### src/rtl/hazard_sequencer_pkg.sv
// Shared definitions for the pipeline hazard sequencer: FSM encodings, syscall exit code
// and the register-match helper used by the load-use compare.
package hazard_sequencer_pkg;

    localparam int unsigned RegAddrW      = 5;
    localparam int unsigned HS_STATE_BIT  = 2;

    localparam logic [HS_STATE_BIT-1:0] HS_RUN   = 2'd0;
    localparam logic [HS_STATE_BIT-1:0] HS_DRAIN = 2'd1;
    localparam logic [HS_STATE_BIT-1:0] HS_FIRE  = 2'd2;
    localparam logic [HS_STATE_BIT-1:0] HS_HALT  = 2'd3;

    // $v0 service code that ends the program.
    localparam int unsigned SYSCALL_EXIT_CODE = 10;

    typedef enum logic [HS_STATE_BIT-1:0] {
        StRun   = HS_RUN,
        StDrain = HS_DRAIN,
        StFire  = HS_FIRE,
        StHalt  = HS_HALT
    } hs_state_e;

    function automatic logic reg_hit(input logic                en,
                                     input logic [RegAddrW-1:0] src,
                                     input logic [RegAddrW-1:0] dst);
        return en && (src == dst);
    endfunction

endpackage

### src/rtl/hazard_sequencer_sat_counter.sv
// Saturating up-counter: increments on inc_i, sticks at all-ones, cleared by async reset.
module hazard_sequencer_sat_counter #(
    parameter int unsigned CNT_W = 32
) (
    input  logic             clk,
    input  logic             rst_n,
    input  logic             inc_i,
    output logic [CNT_W-1:0] cnt_o
);

    logic [CNT_W-1:0] cnt_q, cnt_d;

    always_comb begin
        cnt_d = cnt_q;
        if (inc_i && (cnt_q != {CNT_W{1'b1}})) begin
            cnt_d = cnt_q + CNT_W'(1);
        end
    end

    always_ff @(posedge clk or negedge rst_n) begin
        if (!rst_n) begin
            cnt_q <= '0;
        end else begin
            cnt_q <= cnt_d;
        end
    end

    assign cnt_o = cnt_q;

endmodule

### src/rtl/hazard_sequencer.sv
// Pipeline sequencer: load-use stalls, redirect flushes, syscall drain/fire/halt and
// saturating stall/flush performance counters.
module hazard_sequencer
    import hazard_sequencer_pkg::*;
#(
    parameter int unsigned CNT_W = 32
) (
    input  logic                clk,
    input  logic                rst_n,
    input  logic                id_valid_i,
    input  logic [RegAddrW-1:0] id_rs_i,
    input  logic [RegAddrW-1:0] id_rt_i,
    input  logic                id_use_rs_i,
    input  logic                id_use_rt_i,
    input  logic                id_syscall_i,
    input  logic                ex_valid_i,
    input  logic                ex_mem_read_i,
    input  logic [RegAddrW-1:0] ex_dst_i,
    input  logic                ex_redirect_i,
    input  logic                mem_valid_i,
    input  logic                wb_valid_i,
    input  logic                syscall_halt_i,
    output logic                stall_if_o,
    output logic                stall_id_o,
    output logic                bubble_ex_o,
    output logic                flush_id_o,
    output logic                syscall_fire_o,
    output logic                halted_o,
    output logic [CNT_W-1:0]    stall_cnt_o,
    output logic [CNT_W-1:0]    flush_cnt_o
);

    hs_state_e state_q, state_d;
    logic      halted_q;
    logic      load_use;
    logic      stall, bubble, flush, fire;

    assign load_use = id_valid_i && ex_valid_i && ex_mem_read_i && (ex_dst_i != '0) &&
                      (reg_hit(id_use_rs_i, id_rs_i, ex_dst_i) ||
                       reg_hit(id_use_rt_i, id_rt_i, ex_dst_i));

    always_comb begin
        state_d = state_q;
        stall   = 1'b0;
        bubble  = 1'b0;
        flush   = 1'b0;
        fire    = 1'b0;
        unique case (state_q)
            StRun: begin
                if (ex_redirect_i) begin
                    flush = 1'b1;
                end else if (load_use) begin
                    stall  = 1'b1;
                    bubble = 1'b1;
                end else if (id_valid_i && id_syscall_i) begin
                    stall   = 1'b1;
                    bubble  = 1'b1;
                    state_d = StDrain;
                end
            end
            StDrain: begin
                stall  = 1'b1;
                bubble = 1'b1;
                if (!(ex_valid_i || mem_valid_i || wb_valid_i)) begin
                    state_d = StFire;
                end
            end
            StFire: begin
                stall = 1'b1;
                fire  = 1'b1;
                if (syscall_halt_i) begin
                    state_d = StHalt;
                end else begin
                    // Kill the syscall sitting in IF/ID so it retires instead of re-firing.
                    flush   = 1'b1;
                    state_d = StRun;
                end
            end
            StHalt: begin
                stall  = 1'b1;
                bubble = 1'b1;
            end
            default: state_d = StRun;
        endcase
    end

    always_ff @(posedge clk or negedge rst_n) begin
        if (!rst_n) begin
            state_q  <= StRun;
            halted_q <= 1'b0;
        end else begin
            state_q  <= state_d;
            halted_q <= (state_d == StHalt);
        end
    end

    // Controls are forced low while reset is asserted, independent of the inputs.
    assign stall_if_o     = rst_n & stall;
    assign stall_id_o     = rst_n & stall;
    assign bubble_ex_o    = rst_n & bubble;
    assign flush_id_o     = rst_n & flush;
    assign syscall_fire_o = rst_n & fire;
    assign halted_o       = halted_q;

    hazard_sequencer_sat_counter #(
        .CNT_W (CNT_W)
    ) u_stall_cnt (
        .clk   (clk),
        .rst_n (rst_n),
        .inc_i (stall_id_o),
        .cnt_o (stall_cnt_o)
    );

    hazard_sequencer_sat_counter #(
        .CNT_W (CNT_W)
    ) u_flush_cnt (
        .clk   (clk),
        .rst_n (rst_n),
        .inc_i (flush_id_o),
        .cnt_o (flush_cnt_o)
    );

endmodule

### config.mk
export PLATFORM = sky130hd
export DESIGN_NAME = hazard_sequencer
export DESIGN_NICKNAME = d
export VERILOG_FILES = /design/src/rtl/hazard_sequencer_pkg.sv /design/src/rtl/hazard_sequencer_sat_counter.sv /design/src/rtl/hazard_sequencer.sv
export SDC_FILE = /design/constraint.sdc
export NUM_CORES = 1
export LEC_CHECK = 0
export BUFFER_PORTS_ARGS = -buffer_cell sky130_fd_sc_hd__clkbuf_2
export CORE_MARGIN = 4
export CORE_UTILIZATION = 25
export DETAILED_ROUTE_END_ITERATION = 6
export HOLD_SLACK_MARGIN = 0.05
export PLACE_DENSITY = 0.58
export REMOVE_ABC_BUFFERS = 1
export SLEW_MARGIN = 10
export SYNTH_ARGS = -nofsm -noshare
export SYNTH_HDL_FRONTEND = slang
export SYNTH_SLANG_ARGS = --single-unit
### constraint.sdc
create_clock -name clk -period 2.4 [get_ports clk]
set_clock_uncertainty 0.2 [all_clocks]
set_input_delay 0 -clock clk [delete_from_list [all_inputs] [get_ports clk]]
set_output_delay 0 -clock clk [all_outputs]
set_load 0.05 [all_outputs]
# [After elaboration in Yosys (flattened, before gate mapping)]
# Cells that the tools add are included.
# W data, S select, Z words.
[word_totals] reg_bits=67 in_bits=27 word_cells=49
[classes] addsub=2 eq_ne=8 mux=15 n_bitwise=4 n_reduce_logical=16
[op_table] operator="$add A32 B1 Y32 const B" n=2
[op_table] operator="$ne A32 B32 Y1 const B" n=2
[op_table] operator="$eq A5 B5 Y1" n=2
[op_table] operator="$mux W2" n=5
[op_table] operator="$logic_and A1 B1 Y1" n=9
[op_table] operator="$eq A2 B2 Y1 const B" n=3
[op_table] operator="$mux W1" n=6
[op_table] operator="$pmux W1 S2" n=3
[op_table] operator="$pmux W2 S3" n=1
[op_table] operator="$reduce_bool A5 Y1" n=1
[op_table] operator="$and A1 B1 Y1" n=4
[op_table] operator="$logic_or A1 B1 Y1" n=3
[op_table] operator="$reduce_or A3 Y1" n=1
[op_table] operator="$eq A2 B1 Y1 const B" n=1
[op_table] operator="$logic_not A2 Y1" n=1
[op_table] operator="$reduce_or A2 Y1" n=1

# [Logic depth before layout (Yosys ltp)]
[depth] depth_word=9 mapped_depth=9 mapped_depth_nobuf=7

# [Hierarchy]
# From an unflattened synthesis, not the netlist that was laid out.
[unflattened] cells_unflattened=345 area_unflattened_um2=3603.5
[modules_own_cells] mod="hazard_sequencer_sat_counter" instances=2 cells_per_inst=151 area_each_um2=1624.1 seq_area_each_um2=800.8
[modules_own_cells] mod="hazard_sequencer" instances=1 cells_per_inst=43 area_each_um2=355.3 seq_area_each_um2=75.1

# [Least setup slack after synthesis]
# OpenSTA, ideal clock, no wires.
[synth_timing] path_type="flip-flop to flip-flop" from="register state_q[1]" to="register u_flush_cnt.cnt_q[27] (netlist: u_flush_cnt.cnt_o[27])" t_arrival_ns=2.537 t_required_ns=2.059 slack_ns=-0.478 path_stages_with_launch=7 path_buffers=0 period_less_slack_ns=2.878 path_cell_list="dfrtp_1 nand2b_1 a21oi_1 nand3_1 nor4b_1 nand4_1 xnor2_1"
[synth_between] elab_chain_cells=4 elab_cells_between_ends=5 cone_classes="1 x eq/ne; 1 x mux; 1 x bitwise; 2 x reduce/logical"
[synth_lines] element="from (decl)" line_no="hazard_sequencer.sv:33" source="hs_state_e state_q, state_d;"
[synth_lines] element="from (signal assigned)" line_no="hazard_sequencer.sv:89" source="state_q <= StRun;"
[synth_lines] element="from (signal assigned)" line_no="hazard_sequencer.sv:92" source="state_q <= state_d;"
[synth_lines] element="$eq A2 B2 Y1 / $logic_not A2 Y1 (equally long branches)" line_no="hazard_sequencer.sv:48" source="unique case (state_q)"
[synth_lines] element="$pmux W1 S2 *" line_no="hazard_sequencer.sv:48"
[synth_lines] element="$and A1 B1 Y1 *" line_no="hazard_sequencer.sv:101" source="assign flush_id_o = rst_n & flush;"
[synth_lines] element="via flush_id_o" line_no="hazard_sequencer.sv:26" source="output logic flush_id_o,"
[synth_lines] element="$logic_and A1 B1 Y1 *" line_no="hazard_sequencer_sat_counter.sv:15" source="if (inc_i && (cnt_q != {CNT_W{1'b1}})) begin"
[synth_lines] element="to (signal assigned)" line_no="hazard_sequencer_sat_counter.sv:24" source="cnt_q <= cnt_d;"
[synth_lines] element="to (decl)" line_no="hazard_sequencer_sat_counter.sv:11" source="logic [CNT_W-1:0] cnt_q, cnt_d;"
# The timed path passes the listed nets; every way through them passes the cells marked *.
# A chain may end at the register's enable or synchronous reset.

# [Worst setup path in the final report]
[layout_timing] from="register u_stall_cnt.cnt_q[9] (netlist: u_stall_cnt.cnt_o[9])" to="register u_stall_cnt.cnt_q[9] (netlist: u_stall_cnt.cnt_o[9])"
[layout_between] elab_chain_cells=2 elab_cells_between_ends=3 cone_classes="1 x add/sub; 1 x eq/ne; 1 x reduce/logical"
[layout_lines] element="from (decl)" line_no="hazard_sequencer_sat_counter.sv:11"
[layout_lines] element="from (signal assigned)" line_no="hazard_sequencer_sat_counter.sv:24"
[layout_lines] element="branches (longest 2 deep; another with $add A32 B1 Y32)"
# Parallel ways; which one is timed is not known.

==> Flow_metrics.wiki <==
{| class="wikitable"
! Metric !! Value
|-
| Routed wire length per instance || 13.8 µm
|-
| Buffer levels on the longest clock path || 2
|-
| Root buffer cell || sky130_fd_sc_hd__clkbuf_16
|-
| Antenna diodes || 0
|-
| WP data arrival || between 2000 and 2500 ps
|-
| Port bufs || 96
|-
| Buffers & Inverters on Critical Path || 1
|-
| Length in cells of the worst reg-to-reg path || 7
|-
| Start-to-end type of the worst setup path || flop to flop
|-
| Final antenna-violating net count || 0
|-
| Synth Cell Area || between 3000 and 4000 µm²
|-
| Synthesized area divided by synthesized cell count || approximately 10 µm²
|-
| Final total negative setup slack || 0 ps
|-
| Cell type of the slowest stage on the worst timing path || sky130_fd_sc_hd__or4_4
|-
| Part of the total power dissipated in combinational logic || 0.214
|-
| Share of Yosys cell area claimed by the top area cell type || 0.507
|-
| DRC viols || 0
|-
| Final setup violating endpoints || 0
|-
| Horizontal extent of the die || around 120 µm
|-
| Fraction of registers with async set/reset || 1.00
|-
| Number of distinct standard cells referenced by the synthesized netlist || 38
|-
| DRC marker count from the first detailed-route iteration || 117
|-
| CP cell instances || nand3_1, or4_4, o31ai_4, or2_4, buf_12, nor3_1, xor2_1
|-
| Largest delay contributor family on the critical path || simple AND/OR/NAND/NOR gates
|-
| DR vias || approximately 2900
|-
| Cts bufs inserted || 9
|-
| H-tree depth || 3
|-
| Final worst path period share || 0.944
|-
| Biggest area contributors in the synthesized netlist || sky130_fd_sc_hd__dfrtp_1, sky130_fd_sc_hd__xnor2_1, sky130_fd_sc_hd__xor2_1
|-
| Peak clock frequency supported by timing || 442 MHz
|-
| Clk slew on worst S/H paths || 60 ps
|-
| Post-Route WL || 8770 µm
|-
| Via density || 4.53
|-
| Max-slew headroom || 0.529
|-
| Global-route congestion overflow total || 0
|-
| Count of boundary I/O pins || 97
|-
| Via count of the first global-routing pass || approximately 3100
|-
| Total number of placement rows || between 40 and 50
|-
| Cell area power density || 792 nW/µm²
|-
| Final standard cell area without fillers || 4750 µm²
|-
| Register area share after synthesis || 0.507
|-
| Register bit count reported by yosys || between 60 and 70
|-
| Static leakage power || about 2.3 nW
|-
| Setup repair after global routing missed its margin || true
|-
| Std-Cell Core Area || between 10000 and 15000 µm²
|-
| CTS tree || done
|-
| Layout cells sized above 1 || 0.351
|-
| Register cell area after layout || about 1700 µm²
|-
| Max stage delay on crit path || 560 ps
|-
| Clk sink count || 67
|-
| Wire length of the first global-routing pass || 14700 µm
|-
| Pin count of the biggest net entering global routing || 56
|-
| Area of the multi-input gates || 1600 µm²
|-
| Count leader, synth || sky130_fd_sc_hd__dfrtp_1
|-
| Pre-antenna DRT Iters || 4
|-
| Final hold slack || 87.2 ps
|-
| Post-synthesis to final-layout area growth || 43.5%
|-
| Final hold violation count || 0
|-
| Internal power consumption || between 2 and 3 mW
|-
| Chip Height || 123 µm
|-
| Number of enable flip-flop cells after synthesis || 0
|-
| Synth area leader || sky130_fd_sc_hd__dfrtp_1
|-
| Placed inst area || ~4200 µm²
|-
| Number of fillers in the final layout || 1259
|-
| Detailed-placement wirelength estimate || around 6600 µm
|-
| Slew Limit Fails || 0
|-
| Register-to-register setup slack || between 100 and 150 ps
|-
| Critical Path RT || roughly 2400 ps
|-
| Warnings, synthesis || 0
|-
| Seq pwr share || 0.341
|-
| Main flop type after synthesis || sky130_fd_sc_hd__dfrtp_1
|-
| Most instantiated cells after synthesis || sky130_fd_sc_hd__dfrtp_1, sky130_fd_sc_hd__xnor2_1, sky130_fd_sc_hd__nand2_1
|-
| Post-Synthesis Cells || roughly 320
|-
| Post-layout minimum cycle time || approximately 2300 ps
|-
| # nets final || a little under 500
|-
| Max rail drop VDD || about 0.95 mV
|-
| Category of the worst setup path capture point || flop
|-
| Initial standard-cell utilization of the core || 0.259
|-
| Later-pin clock latency in the skew report || between 300 and 400 ps
|-
| GPL Wtd Cong || 0.792
|-
| Net switching power || 1.11 mW
|-
| Max capacitance violation total || 0
|-
| Area enclosed by the die boundary || roughly 15000 µm²
|-
| Stages on the worst setup path || 7
|-
| Switch share || 0.295
|-
| Launching element type of the critical path || flop
|-
| Result of the run || finished, final reports clean
|-
| Antenna violations before repair || 0
|-
| Path category of the worst min-delay check || input pin to asynchronous set/reset pin
|-
| Gr usage total || 0.124
|-
| Slew at the pin closest to its max-slew limit || ~700 ps
|-
| Proportion of power drawn by the clock network || 0.445
|-
| Top fanout value on the critical path || 7
|}
sequential cells by signal, summed over array words and instances (netlist names):
signal / count
halted_o: 1
state_q: 2
u_flush_cnt.cnt_o: 32
u_stall_cnt.cnt_o: 32
placed cells by master (no fill, tap or decap), types with 5 or more instances in the layout:
master                          count
sky130_fd_sc_hd__inv_1             10
sky130_fd_sc_hd__buf_4             34
sky130_fd_sc_hd__clkbuf_2          95
sky130_fd_sc_hd__dlygate4sd3_1      6
sky130_fd_sc_hd__and3_1            10
sky130_fd_sc_hd__dfrtp_1           67
sky130_fd_sc_hd__nand3_1           21
sky130_fd_sc_hd__nor2_1            14
sky130_fd_sc_hd__xor2_1            16
sky130_fd_sc_hd__nor3_1             8
sky130_fd_sc_hd__nand2_1           32
sky130_fd_sc_hd__nand4_1           22
sky130_fd_sc_hd__nor4_1             5
sky130_fd_sc_hd__clkbuf_16         10
sky130_fd_sc_hd__xnor2_1           56
sky130_fd_sc_hd__and4_1             8
cell type report:
class,count,area share
sequential,67,0.353
multi-input combinational,234,0.337
timing repair buffer,138,0.177
clock buffer,12,0.0540
tap,172,0.0453
clock inverter,4,0.0253
inverter,10,0.00791
worst paths after layout:
path	start	end
worst max-delay path	u_stall_cnt.cnt_o[9]	u_stall_cnt.cnt_o[9]
worst min-delay path	rst_n	state_q[0]
worst max register to register	u_stall_cnt.cnt_o[9]	u_stall_cnt.cnt_o[9]
worst min register to register	u_flush_cnt.cnt_o[23]	u_flush_cnt.cnt_o[23]
max in group asynchronous	rst_n	u_flush_cnt.cnt_o[9]
min in group clk	ex_redirect_i	u_flush_cnt.cnt_o[8]
tightest hold or removal path: stages:
cell and delay [ps]:
sky130_fd_sc_hd__dlygate4sd3_1 530, sky130_fd_sc_hd__buf_2 200, sky130_fd_sc_hd__buf_4 250
through the flow:
stage	worst slack, ps	utilization	power, mW	cells
CTS	28.0	0.366	3.81	635
floorplan	-478	-	1.79	311
detailed placement	-196	0.331	2.09	613
global placement	-50.3	0.331	2.07	613
global route	-22.6	0.372	3.91	637
finish	135	0.372	3.76	637
power groups by stage:
stage,clock [mW],sequential [mW],combinational [mW]
6_report,1.67,1.28,0.805
3_3_place_gp,0,1.30,0.775
5_1_grt,1.75,1.29,0.867
4_1_cts,1.72,1.28,0.803
3_5_place_dp,0,1.30,0.787
2_1_floorplan,0,1.61,0.176
cell families after synthesis:
kind of cell | count (synthesis) | share of synthesized area
AOI/OAI and AO/OA | 13 | 0.0250
xor gates and xnor gates | 72 | 0.191
adders and majority gates | 2 | 0.00756
buffers and inverters | 15 | 0.0250
DFF | 67 | 0.507
muxes | 1 | 0.00340
and+or+nand+nor | 146 | 0.242
metal layers:
layer | share of wire | vias to the layer above | wire [µm] | global-route usage
li1 | - | 1391 | - | -
met1 | 0.41 | 1391 | 3600 | 0.147
met2 | 0.51 | 91 | 4460 | 0.212
met3 | 0.071 | 11 | 625 | 0.0439
met4 | 0.0090 | 0 | 79 | 0.0360
met5 | 0 | - | 0 | 0
timing repair:
| action | 4_1_cts | 5_1_grt |
|---|---|---|
| buffers inserted | 0 | 1 |
| gates cloned | 0 | 1 |
| hold buffers | 6 | 0 |
| hold endpoints to repair | 71 | 0 |
| setup endpoints to repair | 18 | 23 |
| pin swaps | 2 | 3 |
| resized for setup | 2 | 10 |
(Power assumes the default switching activity.)
